===== src/rtl/instr_fetch_reg_pkg.sv =====
`default_nettype none
// ============================================================================
// Module  : instr_fetch_reg_pkg
// Brief   : Shared field positions, FSM encoding and decode helper for fetch.
// Revision: 1.0 - initial release
// ============================================================================
package instr_fetch_reg_pkg;

  localparam int WORD_W = 16;

  localparam int OPC_HI = 15;
  localparam int OPC_LO = 12;
  localparam int RD_HI  = 11;
  localparam int RD_LO  = 8;
  localparam int RS_HI  = 7;
  localparam int RS_LO  = 4;
  localparam int RT_HI  = 3;
  localparam int RT_LO  = 0;
  localparam int IMM_HI = 7;
  localparam int IMM_LO = 0;

  localparam logic [3:0] NOP_OPCODE = 4'h0;

  typedef enum logic [0:0] {
    ST_IDLE = 1'b0,
    ST_WAIT = 1'b1
  } fetch_state_t;

  typedef struct packed {
    logic [3:0] opcode;
    logic [3:0] rd;
    logic [3:0] rs;
    logic [3:0] rt;
    logic [7:0] imm8;
  } instr_fields_t;

  function automatic instr_fields_t split_instr(input logic [WORD_W-1:0] w);
    instr_fields_t f;
    f.opcode = w[OPC_HI:OPC_LO];
    f.rd     = w[RD_HI:RD_LO];
    f.rs     = w[RS_HI:RS_LO];
    f.rt     = w[RT_HI:RT_LO];
    f.imm8   = w[IMM_HI:IMM_LO];
    return f;
  endfunction

endpackage
`default_nettype wire


===== src/rtl/instr_fetch_reg_if.sv =====
`default_nettype none
// ============================================================================
// Module  : instr_fetch_reg_if
// Brief   : Instruction memory read bus (strobe/address out, ready/data back).
// Revision: 1.0 - initial release
// ============================================================================
interface instr_fetch_reg_if;
  import instr_fetch_reg_pkg::*;

  logic              mem_rd;
  logic [WORD_W-1:0] mem_addr;
  logic              mem_ready;
  logic [WORD_W-1:0] mem_data;

  modport master (
    output mem_rd,
    output mem_addr,
    input  mem_ready,
    input  mem_data
  );

  modport slave (
    input  mem_rd,
    input  mem_addr,
    output mem_ready,
    output mem_data
  );

endinterface
`default_nettype wire


===== src/rtl/instr_fetch_reg_fetch_timer.sv =====
`default_nettype none
// ============================================================================
// Module  : instr_fetch_reg_fetch_timer
// Brief   : 8-bit saturating wait counter; done flags the last allowed cycle.
// Revision: 1.0 - initial release
// ============================================================================
module instr_fetch_reg_fetch_timer #(
  parameter int TIMEOUT = 16
) (
  input  wire logic clk,
  input  wire logic reset,
  input  wire logic i_clr,
  input  wire logic i_en,
  output logic      o_done
);

  localparam logic [7:0] c_last = 8'(TIMEOUT - 1);
  localparam logic [7:0] c_max  = 8'hFF;

  logic [7:0] r_count;

  always_ff @(posedge clk or posedge reset) begin
    if (reset) begin
      r_count <= 8'd0;
    end else if (i_clr) begin
      r_count <= 8'd0;
    end else if (i_en && (r_count != c_max)) begin
      r_count <= r_count + 8'd1;
    end
  end

  assign o_done = (r_count == c_last);

endmodule
`default_nettype wire


===== src/rtl/instr_fetch_reg.sv =====
`default_nettype none
// ============================================================================
// Module  : instr_fetch_reg
// Brief   : Instruction register with single-word memory fetch sequencer.
// Revision: 1.0 - initial release
// ============================================================================
module instr_fetch_reg
  import instr_fetch_reg_pkg::*;
#(
  parameter int                TIMEOUT = 16,
  parameter logic [WORD_W-1:0] RST_IR  = {NOP_OPCODE, 12'h000}
) (
  input  wire logic              clk,
  input  wire logic              reset,
  input  wire logic              fetch_req,
  input  wire logic [WORD_W-1:0] pc_in,
  instr_fetch_reg_if.master      mem,
  output logic                   busy,
  output logic                   ir_load,
  output logic                   fetch_err,
  output logic [WORD_W-1:0]      ir_out,
  output logic [3:0]             opcode,
  output logic [3:0]             rd,
  output logic [3:0]             rs,
  output logic [3:0]             rt,
  output logic [7:0]             imm8
);

  fetch_state_t      r_state;
  fetch_state_t      w_next;
  logic              w_accept;
  logic              w_load;
  logic              w_abort;
  logic              w_in_wait;
  logic              w_tmr_done;
  logic [WORD_W-1:0] r_ir;
  logic [WORD_W-1:0] r_addr;
  logic              r_err;
  logic              r_load;
  instr_fields_t     w_fields;

  always_ff @(posedge clk or posedge reset) begin
    if (reset) begin
      r_state <= ST_IDLE;
    end else begin
      r_state <= w_next;
    end
  end

  // A ready on the final allowed wait edge takes priority over the abort.
  always_comb begin
    w_next   = r_state;
    w_accept = 1'b0;
    w_load   = 1'b0;
    w_abort  = 1'b0;
    case (r_state)
      ST_IDLE: begin
        if (fetch_req) begin
          w_accept = 1'b1;
          w_next   = ST_WAIT;
        end
      end
      ST_WAIT: begin
        if (mem.mem_ready) begin
          w_load = 1'b1;
          w_next = ST_IDLE;
        end else if (w_tmr_done) begin
          w_abort = 1'b1;
          w_next  = ST_IDLE;
        end
      end
      default: w_next = ST_IDLE;
    endcase
  end

  always_ff @(posedge clk or posedge reset) begin
    if (reset) begin
      r_ir   <= RST_IR;
      r_addr <= '0;
      r_err  <= 1'b0;
      r_load <= 1'b0;
    end else begin
      r_load <= w_load;
      if (w_accept) begin
        r_addr <= pc_in;
        r_err  <= 1'b0;
      end
      if (w_load) begin
        r_ir <= mem.mem_data;
      end
      if (w_abort) begin
        r_err <= 1'b1;
      end
    end
  end

  assign w_in_wait = (r_state == ST_WAIT);

  instr_fetch_reg_fetch_timer #(
    .TIMEOUT (TIMEOUT)
  ) u_fetch_timer (
    .clk    (clk),
    .reset  (reset),
    .i_clr  (w_accept),
    .i_en   (w_in_wait && !mem.mem_ready),
    .o_done (w_tmr_done)
  );

  // Strobe is decoded from the state register so reset drops it at once.
  assign mem.mem_rd   = w_in_wait;
  assign mem.mem_addr = r_addr;
  assign busy         = w_in_wait;
  assign ir_load      = r_load;
  assign fetch_err    = r_err;
  assign ir_out       = r_ir;

  assign w_fields = split_instr(r_ir);
  assign opcode   = w_fields.opcode;
  assign rd       = w_fields.rd;
  assign rs       = w_fields.rs;
  assign rt       = w_fields.rt;
  assign imm8     = w_fields.imm8;

endmodule
`default_nettype wire

===== src/flat_wrapper.sv =====
// flat-port wrapper written by rule: the top's interface ports become plain ports
module instr_fetch_reg_flat import instr_fetch_reg_pkg::*;
#(
  parameter int                TIMEOUT = 16,
  parameter logic [WORD_W-1:0] RST_IR  = {NOP_OPCODE, 12'h000}
)
  (clk, reset, fetch_req, pc_in, busy, ir_load, fetch_err, ir_out, opcode, rd, rs, rt, imm8, mem_mem_rd, mem_mem_addr, mem_mem_ready, mem_mem_data);
  instr_fetch_reg_if mem_i ();
  input  wire logic clk;
  input  wire logic reset;
  input  wire logic fetch_req;
  input  wire logic [WORD_W-1:0] pc_in;
  output logic busy;
  output logic ir_load;
  output logic fetch_err;
  output logic [WORD_W-1:0] ir_out;
  output logic [3:0] opcode;
  output logic [3:0] rd;
  output logic [3:0] rs;
  output logic [3:0] rt;
  output logic [7:0] imm8;
  output wire logic [$bits(mem_i.mem_rd)-1:0] mem_mem_rd;
  output wire logic [$bits(mem_i.mem_addr)-1:0] mem_mem_addr;
  input wire logic [$bits(mem_i.mem_ready)-1:0] mem_mem_ready;
  input wire logic [$bits(mem_i.mem_data)-1:0] mem_mem_data;
  assign mem_mem_rd = mem_i.mem_rd;
  assign mem_mem_addr = mem_i.mem_addr;
  assign mem_i.mem_ready = mem_mem_ready;
  assign mem_i.mem_data = mem_mem_data;
  instr_fetch_reg #(.TIMEOUT(TIMEOUT), .RST_IR(RST_IR)) u_core (.clk(clk), .reset(reset), .fetch_req(fetch_req), .pc_in(pc_in), .mem(mem_i), .busy(busy), .ir_load(ir_load), .fetch_err(fetch_err), .ir_out(ir_out), .opcode(opcode), .rd(rd), .rs(rs), .rt(rt), .imm8(imm8));
endmodule

===== config.mk =====
export PLATFORM = sky130hd
export DESIGN_NAME = instr_fetch_reg_flat
export DESIGN_NICKNAME = d
export VERILOG_FILES = /design/src/rtl/instr_fetch_reg_pkg.sv /design/src/rtl/instr_fetch_reg_if.sv /design/src/rtl/instr_fetch_reg_fetch_timer.sv /design/src/rtl/instr_fetch_reg.sv /design/src/flat_wrapper.sv
export SDC_FILE = /design/constraint.sdc
export NUM_CORES = 1
export LEC_CHECK = 0
export CAP_MARGIN = 30
export CORE_UTILIZATION = 40
export CTS_CLUSTER_SIZE = 28
export DETAILED_ROUTE_END_ITERATION = 8
export GPL_TIMING_DRIVEN = 1
export PLACE_DENSITY = 0.76
export SYNTH_ARGS = -nofsm -noshare
export SYNTH_HDL_FRONTEND = slang
export SYNTH_SLANG_ARGS = --single-unit

===== constraint.sdc =====
create_clock -name clk -period 1.9 [get_ports clk]
set_clock_uncertainty 0.15 [all_clocks]
set_input_delay 0.57 -clock clk [delete_from_list [all_inputs] [get_ports clk]]
set_output_delay 0.57 -clock clk [all_outputs]
set_load 0.01 [all_outputs]

== Word level (Yosys, flattened, before mapping) ==
Index checks and enable logic that the tools add are counted.
W data, S select, Z words.

* Register bits: 43
* Bits in latches: 0
* Bits in writable memories: 0
* Bits in read-only memories: 0
* Input bits: 36
* Output and inout bits: 60
* Memories kept: 0

* Add/sub/neg operators: 1
* $mul: 0
* Div/mod/pow operators: 0
* Magnitude comparators: 0
* Equality and inequality tests: 2
* Shifts and indexed selects: 0
* Multiplexer cells: 14
* Bitwise operators: 1
* Reductions and logical operators: 5

{| class="wikitable"
|+ Operators with widths
! kind !! count
|-
| $mux W8 || 2
|-
| $mux W1 || 11
|-
| $add A8 B1 Y8 const B || 1
|-
| $eq A8 B4 Y1 const B || 1
|-
| $ne A8 B8 Y1 const B || 1
|-
| $reduce_bool A2 Y1 || 2
|-
| $logic_and A1 B1 Y1 || 2
|-
| $pmux W1 S2 || 1
|-
| $logic_not A1 Y1 || 1
|-
| $not A1 Y1 || 1
|}

== Depth between registers and ports, before layout ==
* Depth in word-level cells: 5
* Mapped depth: 5
* Depth with buffers taken out: 5

== Cells and area by module ==
A second synthesis with hierarchy kept.

* Cells, all modules: 153
* Area, all modules: 2003.2 um^2

{| class="wikitable"
|+ Modules (own cells, without submodules)
! module !! instances !! cells an instance !! area an instance (um^2)
|-
| instr_fetch_reg || 1 || 104 || 1511.4
|-
| instr_fetch_reg_fetch_timer || 1 || 49 || 491.7
|}

== Worst setup path before layout ==
No wires, ideal clock.

* Kind: input -> register
* Start: input mem_mem_ready
* End: register u_core.r_ir[0] (netlist: u_core.ir_out[0])
* Library setup time: 0.125 ns
* Data arrival time: 1.348 ns
* Setup slack: 0.277 ns
* Cell stages on the path: 3
* Cell sequence: nand2_1 -> buf_2 -> mux2_2

* Word-level cells in the longest chain between the ends: 2

{| class="wikitable"
|+ RTL lines
! element !! RTL line !! text
|-
| from (decl) || flat_wrapper.sv:24 || <nowiki>input wire logic [$bits(mem_i.mem_ready)-1:0] mem_mem_ready;</nowiki>
|-
| $mux W1 || instr_fetch_reg.sv:64 || <nowiki>if (mem.mem_ready) begin</nowiki>
|-
| $mux W1 || instr_fetch_reg.sv:56 || <nowiki>case (r_state)</nowiki>
|-
| to (signal assigned) || instr_fetch_reg.sv:89 || <nowiki>r_ir <= mem.mem_data;</nowiki>
|-
| to (decl) || instr_fetch_reg.sv:36 || <nowiki>logic [WORD_W-1:0] r_ir;</nowiki>
|}

Every way passes these cells.
A chain may end at the register's enable or synchronous reset.

== Final worst setup path ==
* Start: register u_core.r_state (netlist: u_core.busy)
* End: output mem_mem_rd

{| class="wikitable"
|+ RTL lines
! element !! RTL line !! text
|-
| from (decl) || instr_fetch_reg.sv:29 || <nowiki>fetch_state_t r_state;</nowiki>
|-
| from (signal assigned) || instr_fetch_reg.sv:46 || <nowiki>r_state <= w_next;</nowiki>
|-
| to (decl) || flat_wrapper.sv:22 || <nowiki>output wire logic [$bits(mem_i.mem_rd)-1:0] mem_mem_rd;</nowiki>
|}

No word-level cell between the ends.

==> impl_metrics.csv <==
group,metric,value,unit
global_route,first_global_vias,1533,
run,cap_violations,0,
synthesis,synth_top_area_cell,"dfrtp_1",
hold_path,holdCritStartpoint,"u_core.mem.mem_addr[2]",
finish,mostFrequentLayoutCells,"dlygate4sd2_1, nand2_1, dfrtp_1",
route,drt_wl_total,4490,um
finish,drive_above_1_share,0.1524,
global_route,grtUsageMet2,0.3185,
worst_setup_path,r2r_end,"u_core.u_fetch_timer.r_count[4]",
route,antenna_left,0,
route,avgRoutedWirePerCell,13.99,um
pwr,p_int,1.945,mW
worst_setup_path,endpoint,"mem_mem_rd",
pwr,peakVddDrop,481.6,uV
floorplan,fp.coreArea,4504,sq um
worst_setup_path,worstSetupStartpointType,"register",
route,drt-vias-per-instance,4.872,
finish,syn_to_final_growth,49.48,%
place,dp.cells,310,
clocking,cts_tree,"yes",
synthesis,yosysUniqueCellTypes,26,
worst_setup_path,worstSetupEndpointType,"output pin",
finish,antenna_cells,0,
global_route,antenna_found_initial,0,
pwr,pwr-share-seq,0.434,
synthesis,synth_area_leaders,"dfrtp_1, buf_4, nand2_1",
hold_path,hold_path_class,"reg2reg",
global_route,grt_usage,0.1857,
worst_setup_path,critPathRequiredTime,1180,ps
pwr,power_density,969.3,nW/um^2
synthesis,avgSynthCellArea,10.46,sq um
timing,fmaxAchievable,0.5407,GHz
place,port_buffers,95,
status,status,"finished, final reports clean",
finish,final_cells,321,
finish,final_cell_area,2892,sq um
worst_setup_path,critPathMaxFanout,5,
clocking,clk_pin_slew_worst_paths,80,ps
place,pre_cts_ws,-148.5,ps
clocking,clk-insertion-delay-late,290,ps
route,drcViolationCount,0,
global_route,grt_pass1_wl,7369,um
clocking,cts_max_path_buffers,2,
place,place_hpwl,3306,um
worst_setup_path,arrival,1130,ps
clocking,cts_buffers,5,
pwr,switching_share,0.3059,
synthesis,synthesis.area,1934,sq um
finish,fin_nets,305,
pwr,p_leak,1.462,nW
synthesis,netlist.area_leader.share,0.5563,
global_route,busiest_layer,"met2",
global_route,grt-ovfl-total,0,
synthesis,synth_seq_cells,43,
worst_setup_path,crit_start,"u_core.busy",
clocking,cts_root_buf,"clkbuf_8",
synthesis,ys_warn_count,0,
timing,worst_slack,50.49,ps
place,gp_congestion,0.8786,
timing,setup_violations,0,
synthesis,synthCells,185,
floorplan,die_area,5118,sq um
pwr,combPwrFrac,0.344,
timing,fin_crit,1850,ps
clocking,h-tree-depth,2,
pwr,clkPwrFrac,0.223,
finish,final_common_cell,"dlygate4sd2_1",
floorplan,row_count,24,
global_route,grt_start_max_net_pins,44,
timing,period_share,0.9734,
floorplan,die_w,71.54,um
worst_setup_path,r2r_slack,220,ps
worst_setup_path,reg2reg_from,"u_core.u_fetch_timer.r_count[0]",
global_route,grt_use_met1,0.2342,
global_route,gr-usage-met3,0.05485,
timing,timing.setup.tns,0,ps
route,num_vias,1564,
route,drtPass1Iterations,4,
floorplan,fp.dieH,71.54,um
timing,drv_slew,0,
floorplan,num_io_pins,96,
finish,final_util,0.6419,
worst_setup_path,worstRegToRegCells,5,
timing,slew_headroom,0.7351,
place,placedInstanceArea,2828,sq um
pwr,p_switching,857.5,uW
floorplan,start_util,0.4294,
timing,tightest_slew,397.4,ps
synthesis,synthesis.nets,222,
synthesis,ys_seq_area_frac,0.5563,
clocking,clock-sinks,43,
timing,rsz0062_at_grt,"false",
route,dr.first_iter.drc_count,25,
worst_setup_path,path_class,"reg2out",
timing,hold_viol,0,
synth_stat cells:
cell type   n
a211oi_1    1
a21oi_1     3
a31oi_1     1
buf_2       4
buf_4      26
clkbuf_1    2
clkinv_1    1
dfrtp_1    43
ha_1        1
inv_1       5
mux2_2     16
nand2_1    52
nand2b_1    1
nand3_1     5
nand4_1     1
nand4_2     2
nor2_1      2
nor2_2      1
nor2b_1     2
nor4_1      1
o211ai_1    1
o21ai_0     4
o21ai_1     3
o311ai_1    3
o31ai_1     2
o41ai_1     2
cell families (layout without fill, tap and decap cells):
kind of cell,count (synthesis),count (layout),synth area share
DFF,43,43,0.5563
buffers and inverters,38,122,0.1268
muxes,16,16,0.09314
and+or+nand+nor,67,67,0.1501
adders and majority gates,1,1,0.006467
AOI/OAI and AO/OA,20,20,0.06727
how the worst min path moves through the flow:
stage                     cells past startpoint  slack, ps                              end
after floorplan                               1        340  u_core.u_fetch_timer.r_count[6]
after global placement                        2        310           u_core.mem.mem_addr[6]
after detailed placement                      2        310           u_core.mem.mem_addr[7]
after CTS                                     2        330           u_core.mem.mem_addr[2]
after global routing                          2        350          u_core.mem.mem_addr[15]
final                                         2        320           u_core.mem.mem_addr[2]
metrics by stage:
step                power [mW]  hold slack [ps]
CTS                      2.841            327.3
floorplan                1.815            343.2
detailed placement       2.405            312.6
finish                   2.803            322.9
global route             2.969            349.8
global placement         2.377            307.7
routing by layer:
metal  share of wire  vias to the layer above
met4          0.0085                        0
met1            0.43                      722
met3           0.088                        6
met2            0.47                       78
li1                -                      758
met5               0                        -
what timing repair did:
action / in CTS / in global routing
resized for setup: 57 / 4
cloned: 0 / 0
buffers inserted: 3 / 0
setup endpoints to repair: 56 / 4
hold buffers: 0 / 0
registers in the layout (all words and copies together), names as in the netlist:
register and count:
u_core.mem.mem_addr 16, u_core.u_fetch_timer.r_count 8, u_core.fetch_err 1, u_core.ir_out 16
u_core.ir_load 1, u_core.busy 1
worst max-delay path: stages (launching register included):
cell,delay [ps]
dfrtp_2,410
buf_4,150
dlygate4sd2_1,280
power by group through the flow:
stage          Clock (mW)  Sequential, mW  Combinational [mW]
6_report            0.624            1.22               0.963
5_1_grt             0.678            1.24                1.05
4_1_cts             0.642            1.22               0.980
3_5_place_dp            0            1.26                1.15
3_3_place_gp            0            1.25                1.13
2_1_floorplan           0            1.31               0.503
area by class of cell:
| type | count | area (sq um) |
|---|---|---|
| inverters | 6 | 22.52 |
| fillers | 381 | 1613 |
| clock buffers | 8 | 100.1 |
| multi-input cells | 104 | 613.1 |
| well taps | 52 | 65.06 |
| flip-flops and latches | 43 | 1077 |
| repair buffers | 108 | 1013 |
Power figures use the tool's default switching activity.
